## src/rtl/instr_loader_if.sv

```systemverilog
// instr_loader_if: byte-stream handshake, instruction-memory write port and
// load status of the program loader, grouped for one connection point.
// The loader connects through the slave modport; the host/byte source and
// the instruction ROM side use the master modport.
interface instr_loader_if #(
  parameter int ADDR_W = 10
);
  logic              Start;
  logic [7:0]        InByte;
  logic              InValid;
  logic              InReady;
  logic              WrEn;
  logic [ADDR_W-1:0] WrAddr;
  logic [8:0]        WrData;
  logic              Loading;
  logic              Done;
  logic [1:0]        ErrCode;
  logic [ADDR_W:0]   Count;

  modport master (
    output Start, InByte, InValid,
    input  InReady, WrEn, WrAddr, WrData, Loading, Done, ErrCode, Count
  );

  modport slave (
    input  Start, InByte, InValid,
    output InReady, WrEn, WrAddr, WrData, Loading, Done, ErrCode, Count
  );
endinterface

```

## src/rtl/instr_loader.sv

```systemverilog
// instr_loader: packs a byte stream (high byte first, only bit0 of the high
// byte used) into 9-bit instruction words and writes them to consecutive
// instruction-memory addresses from 0 until the Ack word 9'h1FF is written.
// Errors: 1 = reserved high-byte bits set, 2 = address space exhausted,
// 3 = checksum mismatch.
// Optional feature macro: LOADER_CHECKSUM_EN adds a trailing checksum byte
// (running XOR of all instruction bytes) that is verified in state CHK.
module instr_loader #(
  parameter int ADDR_W = 10
) (
  input logic           Clk,
  input logic           Reset,
  instr_loader_if.slave bus
);

  typedef enum logic [2:0] {
    ST_IDLE = 3'd0,
    ST_HI   = 3'd1,
    ST_LO   = 3'd2,
`ifdef LOADER_CHECKSUM_EN
    ST_CHK  = 3'd3,
`endif
    ST_DONE = 3'd4,
    ST_ERR  = 3'd5
  } state_t;

  localparam logic [ADDR_W-1:0] ADDR_ZERO  = {ADDR_W{1'b0}};
  localparam logic [ADDR_W-1:0] ADDR_ONE   = {{(ADDR_W-1){1'b0}}, 1'b1};
  localparam logic [ADDR_W-1:0] ADDR_MAX   = {ADDR_W{1'b1}};
  localparam logic [ADDR_W:0]   COUNT_ZERO = {(ADDR_W+1){1'b0}};
  localparam logic [ADDR_W:0]   COUNT_ONE  = {{ADDR_W{1'b0}}, 1'b1};
  localparam logic [8:0]        ACK_WORD   = 9'h1FF;

`ifdef LOADER_CHECKSUM_EN
  // Running checksum update: XOR accumulation of one instruction byte.
  function automatic logic [7:0] csum_fold(input logic [7:0] acc, input logic [7:0] b);
    return acc ^ b;
  endfunction
`endif

  state_t            state_r, state_s;
  logic [ADDR_W-1:0] addr_r, addr_s;
  logic [ADDR_W:0]   count_r, count_s;
  logic              hi_bit_r, hi_bit_s;
  logic [1:0]        err_r, err_s;
  logic              wr_en_r, wr_en_s;
  logic [ADDR_W-1:0] wr_addr_r, wr_addr_s;
  logic [8:0]        wr_data_r, wr_data_s;
`ifdef LOADER_CHECKSUM_EN
  logic [7:0]        csum_r, csum_s;
`endif
  logic              in_ready_s;
  logic              loading_s;
  logic              xfer_s;
  logic [8:0]        word_s;

  assign xfer_s = bus.InValid & in_ready_s;
  assign word_s = {hi_bit_r, bus.InByte};

  // Handshake readiness and busy flag decoded from the current state; Start blocks any byte.
  always_comb begin
    in_ready_s = 1'b0;
    loading_s  = 1'b0;
    case (state_r)
      ST_HI, ST_LO: loading_s = 1'b1;
`ifdef LOADER_CHECKSUM_EN
      ST_CHK:       loading_s = 1'b1;
`endif
      default:      loading_s = 1'b0;
    endcase
    if (bus.Start) begin
      in_ready_s = 1'b0;
    end else begin
      in_ready_s = loading_s;
    end
  end

  // Next-state and next-register computation for the load sequencer.
  always_comb begin
    state_s   = state_r;
    addr_s    = addr_r;
    count_s   = count_r;
    hi_bit_s  = hi_bit_r;
    err_s     = err_r;
    wr_en_s   = 1'b0;
    wr_addr_s = wr_addr_r;
    wr_data_s = wr_data_r;
`ifdef LOADER_CHECKSUM_EN
    csum_s    = csum_r;
`endif
    if (bus.Start) begin
      // Restart from any state; a half-received word is simply dropped.
      state_s  = ST_HI;
      addr_s   = ADDR_ZERO;
      count_s  = COUNT_ZERO;
      hi_bit_s = 1'b0;
      err_s    = 2'd0;
`ifdef LOADER_CHECKSUM_EN
      csum_s   = 8'h00;
`endif
    end else begin
      case (state_r)
        ST_HI: begin
          if (xfer_s) begin
            if (bus.InByte[7:1] != 7'd0) begin
              state_s = ST_ERR;
              err_s   = 2'd1;
            end else begin
              hi_bit_s = bus.InByte[0];
              state_s  = ST_LO;
`ifdef LOADER_CHECKSUM_EN
              csum_s   = csum_fold(csum_r, bus.InByte);
`endif
            end
          end else begin
            state_s = ST_HI;
          end
        end
        ST_LO: begin
          if (xfer_s) begin
            wr_en_s   = 1'b1;
            wr_addr_s = addr_r;
            wr_data_s = word_s;
            count_s   = count_r + COUNT_ONE;
`ifdef LOADER_CHECKSUM_EN
            csum_s    = csum_fold(csum_r, bus.InByte);
`endif
            // Ack has priority over overflow: the last address may hold Ack.
            if (word_s == ACK_WORD) begin
`ifdef LOADER_CHECKSUM_EN
              state_s = ST_CHK;
`else
              state_s = ST_DONE;
`endif
            end else if (addr_r == ADDR_MAX) begin
              state_s = ST_ERR;
              err_s   = 2'd2;
            end else begin
              addr_s  = addr_r + ADDR_ONE;
              state_s = ST_HI;
            end
          end else begin
            state_s = ST_LO;
          end
        end
`ifdef LOADER_CHECKSUM_EN
        ST_CHK: begin
          if (xfer_s) begin
            if (bus.InByte == csum_r) begin
              state_s = ST_DONE;
            end else begin
              state_s = ST_ERR;
              err_s   = 2'd3;
            end
          end else begin
            state_s = ST_CHK;
          end
        end
`endif
        ST_IDLE, ST_DONE, ST_ERR: state_s = state_r;
        default:                  state_s = ST_IDLE;
      endcase
    end
  end

  // State and datapath registers with synchronous reset.
  always_ff @(posedge Clk) begin
    if (Reset) begin
      state_r   <= ST_IDLE;
      addr_r    <= ADDR_ZERO;
      count_r   <= COUNT_ZERO;
      hi_bit_r  <= 1'b0;
      err_r     <= 2'd0;
      wr_en_r   <= 1'b0;
      wr_addr_r <= ADDR_ZERO;
      wr_data_r <= 9'd0;
`ifdef LOADER_CHECKSUM_EN
      csum_r    <= 8'h00;
`endif
    end else begin
      state_r   <= state_s;
      addr_r    <= addr_s;
      count_r   <= count_s;
      hi_bit_r  <= hi_bit_s;
      err_r     <= err_s;
      wr_en_r   <= wr_en_s;
      wr_addr_r <= wr_addr_s;
      wr_data_r <= wr_data_s;
`ifdef LOADER_CHECKSUM_EN
      csum_r    <= csum_s;
`endif
    end
  end

  assign bus.InReady = in_ready_s;
  assign bus.WrEn    = wr_en_r;
  assign bus.WrAddr  = wr_addr_r;
  assign bus.WrData  = wr_data_r;
  assign bus.Loading = loading_s;
  assign bus.Done    = (state_r == ST_DONE);
  assign bus.ErrCode = err_r;
  assign bus.Count   = count_r;

endmodule

```

## src/flat_wrapper.sv

```systemverilog
// flat-port wrapper written by rule: the top's interface ports become plain ports
module instr_loader_flat 
#(
  parameter int ADDR_W = 10
)
  (Clk, Reset, bus_Start, bus_InByte, bus_InValid, bus_InReady, bus_WrEn, bus_WrAddr, bus_WrData, bus_Loading, bus_Done, bus_ErrCode, bus_Count);
  instr_loader_if #(.ADDR_W(ADDR_W)) bus_i ();
  input logic Clk;
  input logic Reset;
  input wire logic [$bits(bus_i.Start)-1:0] bus_Start;
  input wire logic [$bits(bus_i.InByte)-1:0] bus_InByte;
  input wire logic [$bits(bus_i.InValid)-1:0] bus_InValid;
  output wire logic [$bits(bus_i.InReady)-1:0] bus_InReady;
  output wire logic [$bits(bus_i.WrEn)-1:0] bus_WrEn;
  output wire logic [$bits(bus_i.WrAddr)-1:0] bus_WrAddr;
  output wire logic [$bits(bus_i.WrData)-1:0] bus_WrData;
  output wire logic [$bits(bus_i.Loading)-1:0] bus_Loading;
  output wire logic [$bits(bus_i.Done)-1:0] bus_Done;
  output wire logic [$bits(bus_i.ErrCode)-1:0] bus_ErrCode;
  output wire logic [$bits(bus_i.Count)-1:0] bus_Count;
  assign bus_i.Start = bus_Start;
  assign bus_i.InByte = bus_InByte;
  assign bus_i.InValid = bus_InValid;
  assign bus_InReady = bus_i.InReady;
  assign bus_WrEn = bus_i.WrEn;
  assign bus_WrAddr = bus_i.WrAddr;
  assign bus_WrData = bus_i.WrData;
  assign bus_Loading = bus_i.Loading;
  assign bus_Done = bus_i.Done;
  assign bus_ErrCode = bus_i.ErrCode;
  assign bus_Count = bus_i.Count;
  instr_loader #(.ADDR_W(ADDR_W)) u_core (.Clk(Clk), .Reset(Reset), .bus(bus_i));
endmodule
```

## config.mk

```make
export PLATFORM = sky130hd
export DESIGN_NAME = instr_loader_flat
export DESIGN_NICKNAME = d
export VERILOG_FILES = /design/src/rtl/instr_loader_if.sv /design/src/rtl/instr_loader.sv /design/src/flat_wrapper.sv
export SDC_FILE = /design/constraint.sdc
export NUM_CORES = 1
export LEC_CHECK = 0
export ABC_AREA = 1
export CORE_ASPECT_RATIO = 0.5
export CORE_MARGIN = 2
export CORE_UTILIZATION = 45
export DETAILED_ROUTE_END_ITERATION = 8
export HOLD_SLACK_MARGIN = 0.15
export PLACE_DENSITY = 0.77
export SLEW_MARGIN = 20
export SYNTH_ARGS = -nofsm -noshare
export SYNTH_HDL_FRONTEND = slang
export SYNTH_SLANG_ARGS = --single-unit
```

## constraint.sdc

```tcl
create_clock -name Clk -period 3.85 [get_ports Clk]
set_input_delay 0.77 -clock Clk [delete_from_list [all_inputs] [get_ports Clk]]
set_output_delay 0.77 -clock Clk [all_outputs]
set_load 0.05 [all_outputs]
```

==> flow_summary.ini, run 1 <==
[status]
run_status = completed

[worst_setup_path]
crit_type = input port to primary output
worstPathArrival_ns = 2.31
critPathMaxFanout = 3
worstSetupStartpointType = input port
crit_required_ns = 3.08
end_kind = primary output

[logic_synthesis]
ys.warnings.count = 0
synth-seq-cells = 47
syn_nets = 306
synth_area_per_cell_um2 = 7.24
synthesis.area_um2 = 2110
syn_inst = 292
synth_cell_types = 28
ys_seq_area_frac = 0.445

[timing]
rsz0062_at_grt = no
fin_setup_tns_ns = 0
fmax_mhz = 325
worstMarginPinSlew_ns = 0.502
finalHoldViolCount = 0
slew_violations = 0
fin_crit_sh = 0.799
setup_viol = 0
period_minus_slack_ns = 3.08
fin_ws_ns = 0.773
clock_skew_ns = 0.00544
max-slew-margin-rel = 0.665

[power_and_ir_drop]
power_density_nw_per_um2 = 327
p_leak_nw = 0.963
ir_worst_vdd_mv = 0.194

[clock_network]
insertion_delay_ns = 0.30
htree_levels = 2
hold_buffers = 0
postCtsSetupBuffers = 0
cts_buffer_depth = 2
cts_root_buffer = clkbuf_8
clkTransAtPathRegs_ns = 0.08
cts_resized = 0
clock_sinks = 47
cts_made_buffers = 5
cts_tree = yes

[floorplan]
rows = 17
coreArea_um2 = 4470
dieHeight_um = 52.5
dieArea_um2 = 5290
ios = 48
initial_core_util = 0.473
die_w_um = 101

[run]
drv_cap = 0

[final_layout]
drive_above_1_share = 0.0769
area_delta_synth_final_pct = 27.8
final_common_cell = nand2_1
antenna-diode-count = 0
final_cell_mix = nand2_1 (72), clkdlybuf4s50_1 (47), dfxtp_1 (47), a21oi_1 (42), nor2_1 (30)
final_nets = 352

[routing]
vias = 2006
detail-route-antenna-nets = 0
drt-total-wl_um = 4630
dr.pass1.iters = 4
drc = 0
drt-initial-drc-count = 112
via_per_inst = 5.08
wl_per_cell_um = 11.7

[global_routing]
grt_max_degree = 31
grt_use_total = 0.186
grt-ovfl-total = 0
grt_pass1_vias = 1725
grt_pass1_wl_um = 7670
antenna_found_initial = 0

[placement]
place.port_buffers = 47
place_ws_ns = 0.780
gp_congestion = 0.933
hpwl_um = 3370

[hold_path]
hold_path_class = flop to flop
[report_power, final]
| group | internal, mW | switching [mW] | total [mW] |
|---|---|---|---|
| logic | 0.0199 | 0.0283 | 0.0482 |
| clock network | 0.190 | 0.158 | 0.348 |
| registers | 0.486 | 0.00114 | 0.488 |
[path summary, 6_finish.rpt]
| path | startpoint | to | slack, ns | depth (start not counted) |
|---|---|---|---|---|
| hold reg to reg | u_core.bus.WrData[5]$_SDFFE_PP0P_ | u_core.bus.WrData[5]$_SDFFE_PP0P_ | 0.47 | 2 |
| setup reg to reg | u_core.state_r[2]$_SDFFE_PP0P_ | u_core.bus.Count[4]$_SDFFE_PP0P_ | 1.90 | 10 |
| hold / removal | u_core.bus.WrData[5]$_SDFFE_PP0P_ | u_core.bus.WrData[5]$_SDFFE_PP0P_ | 0.47 | 2 |
| setup / recovery | bus_Start | bus_InReady | 0.77 | 3 |
[flip-flops by register name (all words and copies together), names as in the netlist]
name / count
u_core.bus.Count: 11
u_core.addr_r: 10
u_core.bus.WrEn: 1
u_core.bus.WrData: 9
u_core.state_r: 3
u_core.hi_bit_r: 1
u_core.bus.ErrCode: 2
u_core.bus.WrAddr: 10
[kinds of logic (layout without fill, tap and decap cells)]
logic type,count (synthesis),after routing,synth area share
adders and majority gates,2,2,0.0118
buffers and inverters,38,84,0.0841
AOI/OAI and AO/OA,60,60,0.146
and+or+nand+nor,144,144,0.309
xor gates and xnor gates,1,1,0.00415
DFF,47,47,0.445
[synthesized netlist by cell type, drive strengths merged]
cell type  count  area share
xor2           1      0.0041
nand3         16       0.046
nand4          4       0.012
nor2          35       0.073
dfxtp         47        0.45
nand3b         1      0.0036
ha             2       0.012
buf            6       0.027
nor4           1      0.0030
or2            2      0.0059
nand2         76        0.14
clkbuf         4      0.0071
o21bai         2      0.0071
o21ai         15       0.036
a21oi         42       0.099
nor3           9       0.026
inv           28       0.050
o21a           1      0.0036
[cell type report]
| class | instances | area, um^2 |
|---|---|---|
| Clock buffer | 6 | 72.6 |
| Timing Repair Buffer | 49 | 485 |
| Sequential cell | 47 | 941 |
| Fill cell | 430 | 1770 |
| Multi-Input combinational cell | 207 | 995 |
| Tap cell | 57 | 71.3 |
| Inverter | 28 | 105 |
| Clock inverter | 1 | 30.0 |
[stage by stage]
stage	instances	area (um^2)	total power [mW]	hold slack (ns)	utilization
6_report	395	2700	0.884	0.466	0.604
5_1_grt	395	2700	0.913	0.480	0.604
4_1_cts	395	2700	0.889	0.467	0.604
3_5_place_dp	388	2600	0.547	0.455	0.582
3_3_place_gp	388	2600	0.547	0.453	0.582
2_1_floorplan	292	2110	0.524	0.450	-
[metal layers]
layer	wire length, um	global-route usage	vias up	part of all wire
met5	0	0	-	0
met4	38	0.0608	0	0.0082
met3	290	0.0480	4	0.063
met2	2040	0.302	59	0.44
met1	2260	0.244	911	0.49
li1	-	-	1032	-
[worst max-delay path: stages]
cell             delay (ns)
clkdlybuf4s50_1        0.44
a21oi_1                0.24
clkdlybuf4s50_1        0.86
Note: power is estimated with default switching activity, not from simulation.
==> run 2, diff against run 1 <==
==> constraint.sdc (replaced) <==
create_clock -name Clk -period 2.9 [get_ports Clk]
set_input_delay 0.58 -clock Clk [delete_from_list [all_inputs] [get_ports Clk]]
set_output_delay 0.58 -clock Clk [all_outputs]
set_load 0.05 [all_outputs]
==> flow_summary.ini, run 2 (synthesis results as in run 1) <==
[status]
run_status = completed

[final_layout]
final_nets = 353
final_cell_mix = nand2_1 (72), dfxtp_1 (47), clkdlybuf4s50_1 (46), a21oi_1 (42), nor2_1 (30)
antenna-diode-count = 0
post-route-util = 0.613
area_delta_synth_final_pct = 29.6
drive_above_1_share = 0.0882
final_common_cell = nand2_1
largest_register_ffs = 11

[worst_setup_path]
crit_type = flop to primary output
worstSetupStartpointType = flop
path_delay_family = buffers and inverters
worstPathArrival_ns = 1.81
end_kind = primary output
worstPathCellList = inv_1 -> nand3_2 -> nand2_1 -> clkdlybuf4s50_1
critPathMaxFanout = 6
crit_required_ns = 2.32
rr_worst_depth = 11
r2r_start = u_core.addr_r[0]$_SDFFE_PP0P_
r2r-end = u_core.addr_r[8]$_SDFFE_PP0P_
cp_slowest_cell = clkdlybuf4s50_1
rrSetupSlack_ns = 1.03
max_stage_delay_ns = 0.81
crit_buf_inv = 2

[timing]
slew_violations = 0
worstMarginPinSlew_ns = 0.511
fin_setup_tns_ns = 0
fmax_mhz = 419
max-slew-margin-rel = 0.658
period_minus_slack_ns = 2.39
fin_crit_sh = 0.823
hold_ws_ns = 0.471
rsz0062_at_grt = no
setup_viol = 0
clock_skew_ns = 0.00627
finalHoldViolCount = 0

[placement]
place.port_buffers = 47
gp_congestion = 0.923
hpwl_um = 3560

[clock_network]
cts_root_buffer = clkbuf_8
cts_tree = yes
cts_made_buffers = 5
cts_buffer_depth = 2
cts_resized = 0
clkTransAtPathRegs_ns = 0.09
clock_sinks = 47
hold_buffers = 0
htree_levels = 2
postCtsSetupBuffers = 0
insertion_delay_ns = 0.30

[hold_path]
worstHoldStart = u_core.bus.ErrCode[1]$_SDFFE_PP0P_
hold-path-endpoint = u_core.bus.ErrCode[1]$_SDFFE_PP0P_
hold_path_class = flop to flop
hold_depth = 2

[routing]
wl_per_cell_um = 12.0
drc = 0
detail-route-antenna-nets = 0
dr.pass1.iters = 4
vias = 2022
via_per_inst = 5.09
drt-initial-drc-count = 115
drt-total-wl_um = 4780

[global_routing]
grt_pass1_vias = 1784
grt_pass1_wl_um = 8010
antenna_found_initial = 0
grt_max_degree = 24
grt-ovfl-total = 0
grt_use_total = 0.196

[run]
drv_cap = 0

[floorplan]
rows = 17
dieHeight_um = 52.5
ios = 48
initial_core_util = 0.473
dieArea_um2 = 5290
coreArea_um2 = 4470
die_w_um = 101

[power_and_ir_drop]
power_density_nw_per_um2 = 467
ir_worst_vdd_mv = 0.296
p_leak_nw = 0.983
fin_total_pwr_mw = 1.28
## run 2: stage by stage
stage                     area (um^2)  setup WS [ns]  cells
after floorplan                  2110          0.885    292
after global placement           2600          0.555    389
after detailed placement         2600          0.508    389
after CTS                        2740          0.516    397
after global routing             2740          0.446    397
final                            2740          0.514    397
## run 2: final cells by class
cell class | count | area, um^2
clock inverters | 3 | 67.6
clock buffers | 5 | 68.8
inverters | 28 | 105
flip-flops and latches | 47 | 941
well taps | 57 | 71.3
fillers | 431 | 1730
repair buffers | 50 | 490
multi-input cells | 207 | 995
## run 2: where the power goes
part           internal (mW)  leakage [nW]  switching (mW)
combinational         0.0262         0.540          0.0379
sequential             0.646         0.379         0.00149
clock                  0.344        0.0644           0.225
## run 2: worst max-delay path by stage
stage / from / endpoint / slack [ns] / cells after the start
2_1_floorplan: bus_Start / u_core.bus.ErrCode[1]$_SDFFE_PP0P_ / 0.89 / 5
3_3_place_gp: bus_InValid / u_core.bus.Count[4]$_SDFFE_PP0P_ / 0.56 / 8
3_5_place_dp: bus_Start / u_core.bus.Count[4]$_SDFFE_PP0P_ / 0.51 / 9
4_1_cts: u_core.state_r[1]$_SDFFE_PP0P_ / bus_Loading / 0.52 / 4
5_1_grt: u_core.state_r[0]$_SDFFE_PP0P_ / bus_Loading / 0.45 / 3
6_report: u_core.state_r[1]$_SDFFE_PP0P_ / bus_Loading / 0.51 / 4
## run 2: routing by layer
metal / vias to the layer above / GRT usage / wire length [um]
met1: 929 / 0.245 / 2290
met2: 44 / 0.338 / 2210
met3: 9 / 0.0480 / 220
li1: 1040 / - / -
met4: 0 / 0.0631 / 60
met5: - / 0 / 0
## run 2: tightest hold or removal path: cells and delay by family (launching register included)
kind | cells | cell delay, ns
flops | 1 | 0.32
simple gates | 1 | 0.06
compound gates | 1 | 0.05
